$ cat src/rtl/ps2_rx.sv
// PS/2 device-to-host receiver: synchronises and deglitches the pins and deserialises
// 11-bit frames into scan codes, with parity, stop-bit and inter-bit timeout checks.
module ps2_rx #(
  parameter int unsigned FILTER_LEN     = 8,
  parameter int unsigned TIMEOUT_CYCLES = 50000
) (
  input  logic       clk,
  input  logic       rst_n,
  input  logic       ps2_clk,
  input  logic       ps2_data,
  output logic [7:0] scan_code,
  output logic       scan_ready,
  output logic       frame_err
);

  localparam int unsigned TW = (TIMEOUT_CYCLES > 1) ? $clog2(TIMEOUT_CYCLES) : 1;
  localparam logic [TW-1:0] TO_LAST = TW'(TIMEOUT_CYCLES - 1);

  typedef enum logic [1:0] {
    IDLE,
    DATA,
    PARITY,
    STOP
  } state_e;

  logic [1:0]            clk_sync_q, clk_sync_d;
  logic [1:0]            data_sync_q, data_sync_d;
  logic [FILTER_LEN-1:0] filt_sr_q, filt_sr_d;
  logic                  filt_clk_q, filt_clk_d;
  state_e                state_q, state_d;
  logic [2:0]            bit_cnt_q, bit_cnt_d;
  logic [7:0]            shift_q, shift_d;
  logic                  parity_q, parity_d;
  logic [TW-1:0]         to_cnt_q, to_cnt_d;
  logic [7:0]            scan_code_q, scan_code_d;
  logic                  scan_ready_q, scan_ready_d;
  logic                  frame_err_q, frame_err_d;

  logic sample;
  logic data_bit;

  // Synchroniser and clock filter
  always_comb begin
    clk_sync_d  = {clk_sync_q[0], ps2_clk};
    data_sync_d = {data_sync_q[0], ps2_data};
    filt_sr_d   = {filt_sr_q[FILTER_LEN-2:0], clk_sync_q[1]};
    filt_clk_d  = filt_clk_q;
    if (&filt_sr_q) begin
      filt_clk_d = 1'b1;
    end else if (~|filt_sr_q) begin
      filt_clk_d = 1'b0;
    end
    sample   = filt_clk_q & ~filt_clk_d;
    data_bit = data_sync_q[1];
  end

  always_comb begin
    state_d      = state_q;
    bit_cnt_d    = bit_cnt_q;
    shift_d      = shift_q;
    parity_d     = parity_q;
    to_cnt_d     = to_cnt_q;
    scan_code_d  = scan_code_q;
    scan_ready_d = 1'b0;
    frame_err_d  = 1'b0;

    case (state_q)
      IDLE: begin
        to_cnt_d = '0;
        if (sample && !data_bit) begin
          state_d   = DATA;
          bit_cnt_d = '0;
        end
      end
      DATA: begin
        if (sample) begin
          shift_d   = {data_bit, shift_q[7:1]};
          bit_cnt_d = bit_cnt_q + 3'd1;
          if (bit_cnt_q == 3'd7) begin
            state_d = PARITY;
          end
        end
      end
      PARITY: begin
        if (sample) begin
          parity_d = data_bit;
          state_d  = STOP;
        end
      end
      STOP: begin
        if (sample) begin
          if (data_bit && (^{shift_q, parity_q})) begin
            scan_code_d  = shift_q;
            scan_ready_d = 1'b1;
          end else begin
            frame_err_d = 1'b1;
          end
          state_d = IDLE;
        end
      end
      default: state_d = IDLE;
    endcase

    // A sample event always wins over a coincident timeout expiry
    if (state_q != IDLE) begin
      if (sample) begin
        to_cnt_d = '0;
      end else if (to_cnt_q == TO_LAST) begin
        to_cnt_d    = '0;
        state_d     = IDLE;
        frame_err_d = 1'b1;
      end else begin
        to_cnt_d = to_cnt_q + TW'(1);
      end
    end
  end

  always_ff @(posedge clk or negedge rst_n) begin
    if (!rst_n) begin
      clk_sync_q   <= '1;
      data_sync_q  <= '1;
      filt_sr_q    <= '1;
      filt_clk_q   <= 1'b1;
      state_q      <= IDLE;
      bit_cnt_q    <= '0;
      shift_q      <= '0;
      parity_q     <= 1'b0;
      to_cnt_q     <= '0;
      scan_code_q  <= '0;
      scan_ready_q <= 1'b0;
      frame_err_q  <= 1'b0;
    end else begin
      clk_sync_q   <= clk_sync_d;
      data_sync_q  <= data_sync_d;
      filt_sr_q    <= filt_sr_d;
      filt_clk_q   <= filt_clk_d;
      state_q      <= state_d;
      bit_cnt_q    <= bit_cnt_d;
      shift_q      <= shift_d;
      parity_q     <= parity_d;
      to_cnt_q     <= to_cnt_d;
      scan_code_q  <= scan_code_d;
      scan_ready_q <= scan_ready_d;
      frame_err_q  <= frame_err_d;
    end
  end

  assign scan_code  = scan_code_q;
  assign scan_ready = scan_ready_q;
  assign frame_err  = frame_err_q;

endmodule
$ cat config.mk
export PLATFORM = sky130hd
export DESIGN_NAME = ps2_rx
export DESIGN_NICKNAME = d
export VERILOG_FILES = /design/src/rtl/ps2_rx.sv
export SDC_FILE = /design/constraint.sdc
export NUM_CORES = 1
export LEC_CHECK = 0
export ABC_AREA = 1
export ABC_CLOCK_PERIOD_IN_PS = 1800
export CAP_MARGIN = 30
export CORE_MARGIN = 2
export CORE_UTILIZATION = 50
export DETAILED_ROUTE_END_ITERATION = 8
export PLACE_DENSITY = 0.68
export SLEW_MARGIN = 20
export SYNTH_ARGS = -nofsm -noshare
export SYNTH_HDL_FRONTEND = slang
export SYNTH_SLANG_ARGS = --single-unit
$ cat constraint.sdc
create_clock -name clk -period 1.8 [get_ports clk]
set_input_delay 0.36 -clock clk [delete_from_list [all_inputs] [get_ports clk]]
set_output_delay 0.36 -clock clk [all_outputs]
set_load 0.02 [all_outputs]
### Word-level counts from Yosys, hierarchy flattened

Cells that the tools add are included.

* reductions and logical operators: 14
* bitwise logic cells: 2
* equality and inequality tests: 7
* muxes and demuxes: 27
* $add $sub $neg: 2

Operators with widths (number)
* 2-to-1 mux 16 bit: 4
* adder 16 x 1 -> 16 bit, second input constant: 1
* equality test 16 bit, second input constant: 1
* 2-to-1 mux 2 bit: 8
* 2-to-1 mux 1 bit: 11
* XOR reduction 9 bit: 1
* one-hot mux 2 bit (4 select lines): 1
* AND reduction 8 bit: 1
* OR reduction 8 bit: 1
* 2-to-1 mux 3 bit: 2
* one-hot mux 3 bit (2 select lines): 1
* AND reduction 3 bit: 2
* nonzero test 2 bit: 3
* equality test 2 bit, second input constant: 2
* inequality test 2 bit, second input constant: 2
* AND reduction 2 bit: 2
* adder 3 x 1 -> 3 bit, second input constant: 1
* equality test 3 bit, second input constant: 1
* equality test 2 x 1 -> 1 bit, second input constant: 1
* logical AND 1 bit: 2
* zero test 2 bit: 1
* bitwise AND 1 bit: 1
* zero test 1 bit: 1
* NOT 1 bit: 1

* logic and storage cells: 64
* output and inout bits: 10
* flip-flop bits (word level): 53

### Longest topological paths before layout

Gate-level depths: netlist of run 1.

* depth after elaboration: 11
* mapped depth: 11

### Worst setup path after synthesis of run 1

No wires, ideal clock.

* path kind: flip-flop to flip-flop
* from: reg to_cnt_q[0]
* to: reg to_cnt_q[10]
* cell stages (with the launch flop): 8
* buffers on the path: 1
* period minus slack after synthesis: 1.379 ns
* path slack: 0.421 ns
* arrival: 1.258 ns
* cells stage by stage: dfrtp_1 ha_1 nand3_1 nor2_1 nand2b_1 nand3_1 buf_2 nor2_1

* cells in the longest elaborated chain, start to end: 4
* elaborated cells on any way between the ends: 5
* classes of those cells: add/sub (1); eq/ne (1); mux (3)

Ends and longest elaborated chain
* from (decl): RTL line 34 `logic [TW-1:0] to_cnt_q, to_cnt_d;`
* from (signal assigned): RTL line 141 `to_cnt_q <= to_cnt_d;`
* adder 16 x 1 -> 16 bit or equality test 16 bit (tied branches): RTL line 113, 108
* 2-to-1 mux 16 bit (*): RTL line 108 `end else if (to_cnt_q == TO_LAST) begin`
* 2-to-1 mux 16 bit (*): RTL line 106 `if (sample) begin`
* 2-to-1 mux 16 bit (*): RTL line 105 `if (state_q != IDLE) begin`
* net to_cnt_d[10]: RTL line 34

The timed path passes the listed nets; every way through them passes the cells marked *.
A chain may end at the register's enable or synchronous reset.

### Worst setup path after layout of run 1

* from: reg scan_code_q[7], in the netlist scan_code[7]
* to: out scan_code[7]

RTL lines
* from (decl): RTL line 35 `logic [7:0] scan_code_q, scan_code_d;`
* from (signal assigned): RTL line 142 `scan_code_q <= scan_code_d;`
* to (decl): RTL line 11 `output logic [7:0] scan_code,`

No word-level cell between the ends.

==> impl_metrics.prom, run 1 <==
# TYPE chip_impl_metric gauge
chip_impl_metric{name="groute.usage.overall",unit="%"} 18.42
chip_impl_metric{name="timing_worst_slew_pin_value",unit="ps"} 505.0
chip_impl_metric{name="core",unit="sq mm"} 0.004786
chip_impl_metric{name="critical_path_arrival",unit="ps"} 1290
chip_impl_metric{name="reg2regPathDepth",unit=""} 8
chip_impl_metric{name="finalWirelength",unit="um"} 4359
chip_impl_info{name="yosys_most_used_dff",value="sky130_fd_sc_hd__dfrtp_1"} 1
chip_impl_metric{name="fmax",unit="MHz"} 604.4
chip_impl_metric{name="antenna_violating_nets_post_route",unit=""} 0
chip_impl_metric{name="sequentialPowerShare",unit="%"} 59.4
chip_impl_metric{name="placementRows",unit=""} 25
chip_impl_metric{name="p_int",unit="W"} 0.001633
chip_impl_metric{name="initial_antenna_violation_count",unit=""} 0
chip_impl_metric{name="crit_required",unit="ps"} 1440
chip_impl_metric{name="grt-ovfl-total",unit=""} 0
chip_impl_metric{name="power.ir.vdd_worst",unit="V"} 0.0004207
chip_impl_metric{name="final_setup_violation_count",unit=""} 0
chip_impl_info{name="clock-root-buffer",value="sky130_fd_sc_hd__clkbuf_8"} 1
chip_impl_metric{name="ys_types",unit=""} 32
chip_impl_info{name="critical_path.slowest_cell",value="sky130_fd_sc_hd__clkdlybuf4s50_1"} 1
chip_impl_metric{name="async_reset_ff_share",unit="%"} 100.0
chip_impl_metric{name="timing.critical_path.buf_inv",unit=""} 1
chip_impl_metric{name="cts_max_path_buffers",unit=""} 2
chip_impl_metric{name="critical_path.max_fanout",unit=""} 2
chip_impl_metric{name="area_growth_syn_to_layout",unit="%"} 14.56
chip_impl_metric{name="post_drt_wl_per_cell",unit="um"} 11.81
chip_impl_metric{name="pwr-share-clk",unit="%"} 38.3
chip_impl_info{name="crit_chain",value="clkdlybuf4s50_1"} 1
chip_impl_info{name="status",value="completed"} 1
chip_impl_metric{name="fin_setup_tns",unit="ps"} 0
chip_impl_metric{name="leakage",unit="nW"} 1.270
chip_impl_metric{name="cap_violations",unit=""} 0
chip_impl_metric{name="combPwrFrac",unit="%"} 2.4
chip_impl_metric{name="final_clock_period_utilization_by_the_worst_path",unit="%"} 91.92
chip_impl_metric{name="synth.yosys.seq_area_share",unit="%"} 53.15
chip_impl_metric{name="via_count_of_the_first_global_routing_pass",unit=""} 1774
chip_impl_metric{name="detail_route.first_pass.iterations",unit=""} 4
chip_impl_metric{name="routed-via-count",unit=""} 1772
chip_impl_metric{name="avgSynthCellArea",unit="sq um"} 9.087
chip_impl_metric{name="drt-initial-drc-count",unit=""} 80
chip_impl_metric{name="total_switching_power",unit="W"} 0.0004433
chip_impl_metric{name="dieWidth",unit="um"} 75.08
chip_impl_metric{name="via_per_inst",unit=""} 4.802
chip_impl_metric{name="number_of_buffers_inserted_during_clock_tree_synthesis",unit=""} 5
chip_impl_metric{name="ctsResizeCount",unit=""} 0
chip_impl_metric{name="design.die.area",unit="sq mm"} 0.005637
chip_impl_metric{name="final.hold.worst_slack",unit="ps"} 3.810
chip_impl_metric{name="hold_viol_final",unit=""} 0
chip_impl_metric{name="place.detailed.hpwl",unit="um"} 3190
chip_impl_info{name="tritoncts",value="built"} 1
chip_impl_metric{name="cts_hold_buffers",unit=""} 0
chip_impl_metric{name="initial_core_util",unit="%"} 52.78
chip_impl_metric{name="synthesized_flop_and_latch_total",unit=""} 53
chip_impl_metric{name="ioPinCount",unit=""} 14
chip_impl_metric{name="cells_after_synth",unit=""} 278
chip_impl_metric{name="synth_enable_flop_cells",unit=""} 0
chip_impl_info{name="crit_family",value="buffers and inverters"} 1
chip_impl_metric{name="synthesis.nets",unit=""} 285
chip_impl_info{name="mostFrequentLayoutCells",value="sky130_fd_sc_hd__nand2_1 (71), sky130_fd_sc_hd__dfrtp_1 (40), sky130_fd_sc_hd__nor2_1 (34), sky130_fd_sc_hd__inv_1 (25), sky130_fd_sc_hd__nand3_1 (14)"} 1
chip_impl_info{name="setup_repair_after_global_routing_missed_its_margin",value="no"} 1
chip_impl_metric{name="yosys_warnings",unit=""} 0
chip_impl_metric{name="mappedNetlistArea",unit="sq mm"} 0.002526
chip_impl_metric{name="grt_first_pass_wirelength",unit="um"} 7755
chip_impl_metric{name="cts.clk_slew.worst_paths",unit="ps"} 90
chip_impl_metric{name="clock_latency",unit="ps"} 310
chip_impl_metric{name="cts_htree_levels",unit=""} 2
chip_impl_info{name="worst_setup_path_start_kind",value="flop"} 1
chip_impl_metric{name="portBuffers",unit=""} 13
chip_impl_metric{name="number_of_clock_sinks_seen_by_cts",unit=""} 53
chip_impl_metric{name="total_power_density_per_cell_area",unit="mW/mm^2"} 717.6
chip_impl_metric{name="drv_slew",unit=""} 0
chip_impl_metric{name="fill_cells",unit=""} 438
chip_impl_metric{name="reg2reg_slack",unit="ps"} 210
chip_impl_metric{name="crit_path_max_incr_delay",unit="ps"} 610
chip_impl_metric{name="drcViolationCount",unit=""} 0
chip_impl_metric{name="share_of_post_route_cells_with_drive_strength_above_1",unit="%"} 18.87
chip_impl_info{name="worst_setup_path_end_kind",value="output pin"} 1
chip_impl_metric{name="final_nets",unit=""} 308
chip_impl_metric{name="cts.repair_timing.setup_buffer_count",unit=""} 0
chip_impl_metric{name="diodes",unit=""} 0
chip_impl_metric{name="fin_skew",unit="ps"} 5.315
chip_impl_info{name="rr_endpoint",value="to_cnt_q[14]"} 1
chip_impl_info{name="critPathKind",value="flop to output pin"} 1
chip_impl_metric{name="min_period",unit="ps"} 1655
chip_impl_metric{name="slew_headroom",unit="%"} 66.34
chip_impl_info{name="worst_setup_path_startpoint",value="scan_code[7]"} 1
chip_impl_info{name="layout_commonest_cell",value="sky130_fd_sc_hd__nand2_1"} 1
chip_impl_metric{name="die_h",unit="um"} 75.08
chip_impl_info{name="regToRegStartpoint",value="to_cnt_q[0]"} 1
chip_impl_metric{name="grt_start_max_net_pins",unit=""} 24
chip_impl_info{name="min_path_type",value="input pin to asynchronous set/reset pin"} 1
chip_impl_metric{name="place_congestion",unit=""} 0.8308
chip_impl_metric{name="switching_share",unit="%"} 21.34
registers in the layout (all words and copies together) (netlist names):
| name | flops |
|---|---|
| to_cnt_q | 16 |
| scan_code | 8 |
| parity_q | 1 |
| shift_q | 8 |
| data_sync_q | 2 |
| state_q | 2 |
| filt_sr_q | 8 |
| scan_ready | 1 |
| filt_clk_q | 1 |
| clk_sync_q | 2 |
| frame_err | 1 |
| bit_cnt_q | 3 |
synth_stat cells, types with 2 or more instances:
library cell | instances | area [sq um]
sky130_fd_sc_hd__dfrtp_1 | 40 | 1001
sky130_fd_sc_hd__xnor2_1 | 4 | 35.03
sky130_fd_sc_hd__buf_2 | 2 | 10.01
sky130_fd_sc_hd__nand2_4 | 5 | 56.30
sky130_fd_sc_hd__a21oi_1 | 5 | 25.02
sky130_fd_sc_hd__nand2_2 | 7 | 43.79
sky130_fd_sc_hd__nor2_2 | 5 | 31.28
sky130_fd_sc_hd__ha_1 | 3 | 37.54
sky130_fd_sc_hd__inv_1 | 25 | 93.84
sky130_fd_sc_hd__nand3_1 | 14 | 70.07
sky130_fd_sc_hd__xor2_1 | 6 | 52.55
sky130_fd_sc_hd__nand3_4 | 2 | 35.03
sky130_fd_sc_hd__nand2_1 | 71 | 266.5
sky130_fd_sc_hd__inv_2 | 3 | 11.26
sky130_fd_sc_hd__dfstp_2 | 13 | 341.6
sky130_fd_sc_hd__nor3_1 | 6 | 30.03
sky130_fd_sc_hd__nor2_1 | 34 | 127.6
sky130_fd_sc_hd__o21ai_1 | 10 | 50.05
sky130_fd_sc_hd__o21ai_0 | 3 | 15.01
sky130_fd_sc_hd__nand4_1 | 6 | 37.54
sky130_fd_sc_hd__o211ai_1 | 3 | 22.52
per-stage QoR:
| stage | total power [W] | cells | instance area [sq um] | setup WS (ps) | util, % |
|---|---|---|---|---|---|
| global route | 0.002156 | 369 | 2894 | 4.609 | 60.47 |
| CTS | 0.002114 | 369 | 2889 | 134.5 | 60.37 |
| floorplan | 0.001266 | 278 | 2526 | 420.7 | - |
| detailed placement | 0.001307 | 361 | 2775 | 213.0 | 57.99 |
| global placement | 0.001307 | 361 | 2775 | 220.4 | 57.99 |
| finish | 0.002077 | 369 | 2894 | 145.4 | 60.47 |
area by class of cell:
type                    instances  area [sq um]  share of cell area, %
well taps                      67         83.83                  2.897
flip-flops and latches         53          1343                  46.39
multi-input cells             195          1074                  37.09
clock inverters                 1         6.256                 0.2162
repair buffers                 18         175.2                  6.053
inverters                      28         105.1                  3.632
clock buffers                   7         107.6                  3.718
logic make-up (layout without fill, tap and decap cells):
logic type / Yosys count / after routing / share of synthesized area [%]
xor gates and xnor gates: 11 / 11 / 4.111
and+or+nand+nor: 156 / 156 / 30.66
DFF: 53 / 53 / 53.15
buffers and inverters: 30 / 54 / 4.557
adders and majority gates: 3 / 3 / 1.486
AOI/OAI and AO/OA: 25 / 25 / 6.043
worst max path at each step:
| stage | endpoint | slack [ps] | depth (start not counted) |
|---|---|---|---|
| after floorplan | to_cnt_q[10] | 420 | 7 |
| after global placement | to_cnt_q[14] | 220 | 8 |
| after detailed placement | to_cnt_q[14] | 210 | 8 |
| after CTS | scan_code[7] | 130 | 1 |
| after global routing | to_cnt_q[14] | 5 | 8 |
| final | scan_code[7] | 150 | 1 |
worst register-to-register path: stages (launching register included):
cell,delay [ps]
sky130_fd_sc_hd__dfrtp_1,390
sky130_fd_sc_hd__ha_1,190
sky130_fd_sc_hd__nand3_1,130
sky130_fd_sc_hd__buf_4,180
sky130_fd_sc_hd__nor2_2,180
sky130_fd_sc_hd__nand3_1,150
sky130_fd_sc_hd__nor3_2,130
sky130_fd_sc_hd__nor2_1,50
sky130_fd_sc_hd__nor3_1,120
metal layers:
layer	routed length, um	share of wire [%]	vias to the layer above	track usage (%)
met5	0	0	-	0
met4	76	1.7	0	7.738
met1	2199	50	812	24.59
li1	-	-	930	-
met2	1976	45	23	29.14
met3	106	2.4	7	4.016
power by group through the flow:
stage                     sequential (W)  clock (W)  combinational [W]
final                            0.00123   0.000795          0.0000490
after global routing             0.00124   0.000862          0.0000573
after floorplan                  0.00125          0          0.0000135
after detailed placement         0.00126          0          0.0000513
after global placement           0.00125          0          0.0000518
after CTS                        0.00123   0.000829          0.0000513
Power figures use the tool's default switching activity.
==> inputs of run 2 (changes only) <==
CORE_ASPECT_RATIO = 0.5   (was not set)
TNS_END_PERCENT = 1   (was not set)
==> impl_metrics.prom, run 2 (synthesis gave the netlist of run 1 again) <==
# TYPE chip_impl_metric gauge
chip_impl_metric{name="final_nets",unit=""} 308
chip_impl_metric{name="combPwrFrac",unit="%"} 2.4
chip_impl_metric{name="antenna_violating_nets_post_route",unit=""} 0
chip_impl_metric{name="timing.critical_path.buf_inv",unit=""} 1
chip_impl_metric{name="cts_htree_levels",unit=""} 2
chip_impl_metric{name="groute.usage.overall",unit="%"} 16.82
chip_impl_metric{name="share_of_post_route_cells_with_drive_strength_above_1",unit="%"} 17.88
chip_impl_metric{name="finalWirelength",unit="um"} 4228
chip_impl_metric{name="cap_violations",unit=""} 0
chip_impl_metric{name="multiInputGateArea",unit="sq mm"} 0.001069
chip_impl_metric{name="final_clock_period_utilization_by_the_worst_path",unit="%"} 90.75
chip_impl_info{name="worst_setup_path_start_kind",value="flop"} 1
chip_impl_metric{name="fmax",unit="MHz"} 612.2
chip_impl_metric{name="portBuffers",unit=""} 13
chip_impl_metric{name="design.die.area",unit="sq mm"} 0.005671
chip_impl_metric{name="crit_required",unit="ps"} 1440
chip_impl_metric{name="final_critical_path_setup_slack",unit="ps"} 166.6
chip_impl_info{name="mostFrequentLayoutCells",value="sky130_fd_sc_hd__nand2_1 (71), sky130_fd_sc_hd__dfrtp_1 (40), sky130_fd_sc_hd__nor2_1 (34), sky130_fd_sc_hd__inv_1 (25), sky130_fd_sc_hd__nand3_1 (14)"} 1
chip_impl_metric{name="number_of_flip_flops_under_the_largest_register_name",unit=""} 16
chip_impl_info{name="tritoncts",value="built"} 1
chip_impl_metric{name="clock_latency",unit="ps"} 310
chip_impl_metric{name="place.detailed.hpwl",unit="um"} 3030
chip_impl_metric{name="pwr-share-clk",unit="%"} 38.3
chip_impl_metric{name="drv_slew",unit=""} 0
chip_impl_metric{name="finish.utilization",unit="%"} 59.11
chip_impl_metric{name="critical_path.max_fanout",unit=""} 2
chip_impl_info{name="clock-root-buffer",value="sky130_fd_sc_hd__clkbuf_8"} 1
chip_impl_info{name="worst_setup_path_end_kind",value="output pin"} 1
chip_impl_metric{name="grt-ovfl-total",unit=""} 0
chip_impl_metric{name="total_power_density_per_cell_area",unit="mW/mm^2"} 719.0
chip_impl_metric{name="post-place-ws",unit="ps"} 213.0
chip_impl_info{name="layout_commonest_cell",value="sky130_fd_sc_hd__nand2_1"} 1
chip_impl_metric{name="hold_viol_final",unit=""} 0
chip_impl_metric{name="p_int",unit="W"} 0.001649
chip_impl_info{name="status",value="completed"} 1
chip_impl_metric{name="drcViolationCount",unit=""} 0
chip_impl_metric{name="number_of_buffers_inserted_during_clock_tree_synthesis",unit=""} 5
chip_impl_metric{name="initial_core_util",unit="%"} 51.69
chip_impl_metric{name="fin_setup_tns",unit="ps"} 0
chip_impl_metric{name="layout.area.seq",unit="sq mm"} 0.001343
chip_impl_metric{name="via_per_inst",unit=""} 4.887
chip_impl_metric{name="detail_route.first_pass.iterations",unit=""} 4
chip_impl_metric{name="grt_start_max_net_pins",unit=""} 44
chip_impl_info{name="critical_path.slowest_cell",value="sky130_fd_sc_hd__clkdlybuf4s50_1"} 1
chip_impl_metric{name="power.ir.vdd_worst",unit="V"} 0.0003801
chip_impl_metric{name="leakage",unit="nW"} 1.265
chip_impl_metric{name="dieWidth",unit="um"} 104.5
chip_impl_metric{name="total_switching_power",unit="W"} 0.0004286
chip_impl_metric{name="place_congestion",unit=""} 0.8123
chip_impl_metric{name="ioPinCount",unit=""} 14
chip_impl_metric{name="initial_antenna_violation_count",unit=""} 0
chip_impl_metric{name="timing_worst_slew_pin_value",unit="ps"} 446.4
chip_impl_metric{name="fin_skew",unit="ps"} 10.47
chip_impl_metric{name="area_growth_syn_to_layout",unit="%"} 14.36
chip_impl_metric{name="grt_first_pass_wirelength",unit="um"} 7334
chip_impl_metric{name="min_period",unit="ps"} 1633
chip_impl_metric{name="switching_share",unit="%"} 20.63
chip_impl_metric{name="diodes",unit=""} 0
chip_impl_metric{name="sequentialPowerShare",unit="%"} 59.3
chip_impl_info{name="crit_family",value="buffers and inverters"} 1
chip_impl_metric{name="cts_max_path_buffers",unit=""} 2
chip_impl_metric{name="slew_headroom",unit="%"} 70.11
chip_impl_metric{name="core",unit="sq mm"} 0.004887
chip_impl_info{name="min_path_type",value="flop to flop"} 1
chip_impl_info{name="top_register",value="to_cnt_q"} 1
chip_impl_metric{name="final_setup_violation_count",unit=""} 0
chip_impl_metric{name="number_of_clock_sinks_seen_by_cts",unit=""} 53
chip_impl_metric{name="drt-initial-drc-count",unit=""} 67
chip_impl_metric{name="ctsResizeCount",unit=""} 0
chip_impl_metric{name="routed-via-count",unit=""} 1818
chip_impl_metric{name="placementRows",unit=""} 18
chip_impl_metric{name="fill_cells",unit=""} 425
chip_impl_metric{name="die_h",unit="um"} 54.26
chip_impl_metric{name="post_drt_wl_per_cell",unit="um"} 11.37
chip_impl_info{name="setup_repair_after_global_routing_missed_its_margin",value="no"} 1
chip_impl_metric{name="critical_path_arrival",unit="ps"} 1270
chip_impl_info{name="critPathKind",value="flop to output pin"} 1
chip_impl_metric{name="cts.clk_slew.worst_paths",unit="ps"} 100
chip_impl_info{name="crit_chain",value="clkdlybuf4s50_1"} 1
chip_impl_metric{name="via_count_of_the_first_global_routing_pass",unit=""} 1653
chip_impl_metric{name="crit_path_max_incr_delay",unit="ps"} 600
-- run 2: cell count changes in the layout (fill, tap and decap cells not counted), sizes merged --
| cell | delta |
|---|---|
| buf | -1 |
| bufinv | +1 |
| clkbuf | -1 |
| clkinv | +1 |
| dlygate4sd3 | +1 |
| inv | -1 |
-- run 2: what timing repair did --
item                                    CTS  global route
hold buffers                              1             0
endpoints found under the setup margin    0             0
hold endpoints to repair                  8             0
setup buffers                             0             0
-- run 2: final timing paths --
path	slack, ps	cells after the start	endpoint	start
worst min register to register	360	0	data_sync_q[1]	data_sync_q[0]
worst min-delay path	360	0	data_sync_q[1]	data_sync_q[0]
worst max-delay path	170	1	scan_code[3]	scan_code[3]
max in group asynchronous	780	3	data_sync_q[1]	rst_n
min in group asynchronous	450	2	to_cnt_q[1]	rst_n
worst max register to register	190	8	to_cnt_q[8]	filt_sr_q[5]
-- run 2: power groups by stage --
stage / Sequential, W / Combinational (W) / Clock [W]
3_5_place_dp: 0.00126 / 0.0000506 / 0
5_1_grt: 0.00124 / 0.0000591 / 0.000882
6_report: 0.00123 / 0.0000496 / 0.000795
4_1_cts: 0.00123 / 0.0000521 / 0.000827
3_3_place_gp: 0.00125 / 0.0000486 / 0
2_1_floorplan: 0.00125 / 0.0000135 / 0
-- run 2: stage by stage --
step           instances  hold slack, ps  power [W]  instance area [sq um]
2_1_floorplan        278           64.41   0.001266                   2526
3_3_place_gp         363           247.0   0.001303                   2771
3_5_place_dp         363           255.5   0.001306                   2771
4_1_cts              372           359.8   0.002112                   2889
5_1_grt              372           369.0   0.002177                   2889
6_report             372           359.6   0.002077                   2889
-- run 2: layout make-up --
cell class	instances	area share, %
inverter	28	3.638
sequential	53	46.47
clock buffer	6	2.512
clock inverter	2	1.213
tap	70	3.032
multi-input combinational	195	36.99
timing repair buffer	18	6.150
-- run 2: metal layers --
layer | global-route usage, % | share of wire (%) | vias up | routed length [um]
met3 | 5.714 | 4.4 | 6 | 187
met2 | 28.98 | 45 | 32 | 1909
li1 | - | - | 927 | -
met4 | 5.856 | 1.5 | 0 | 65
met5 | 0 | 0 | - | 0
met1 | 20.56 | 49 | 853 | 2064
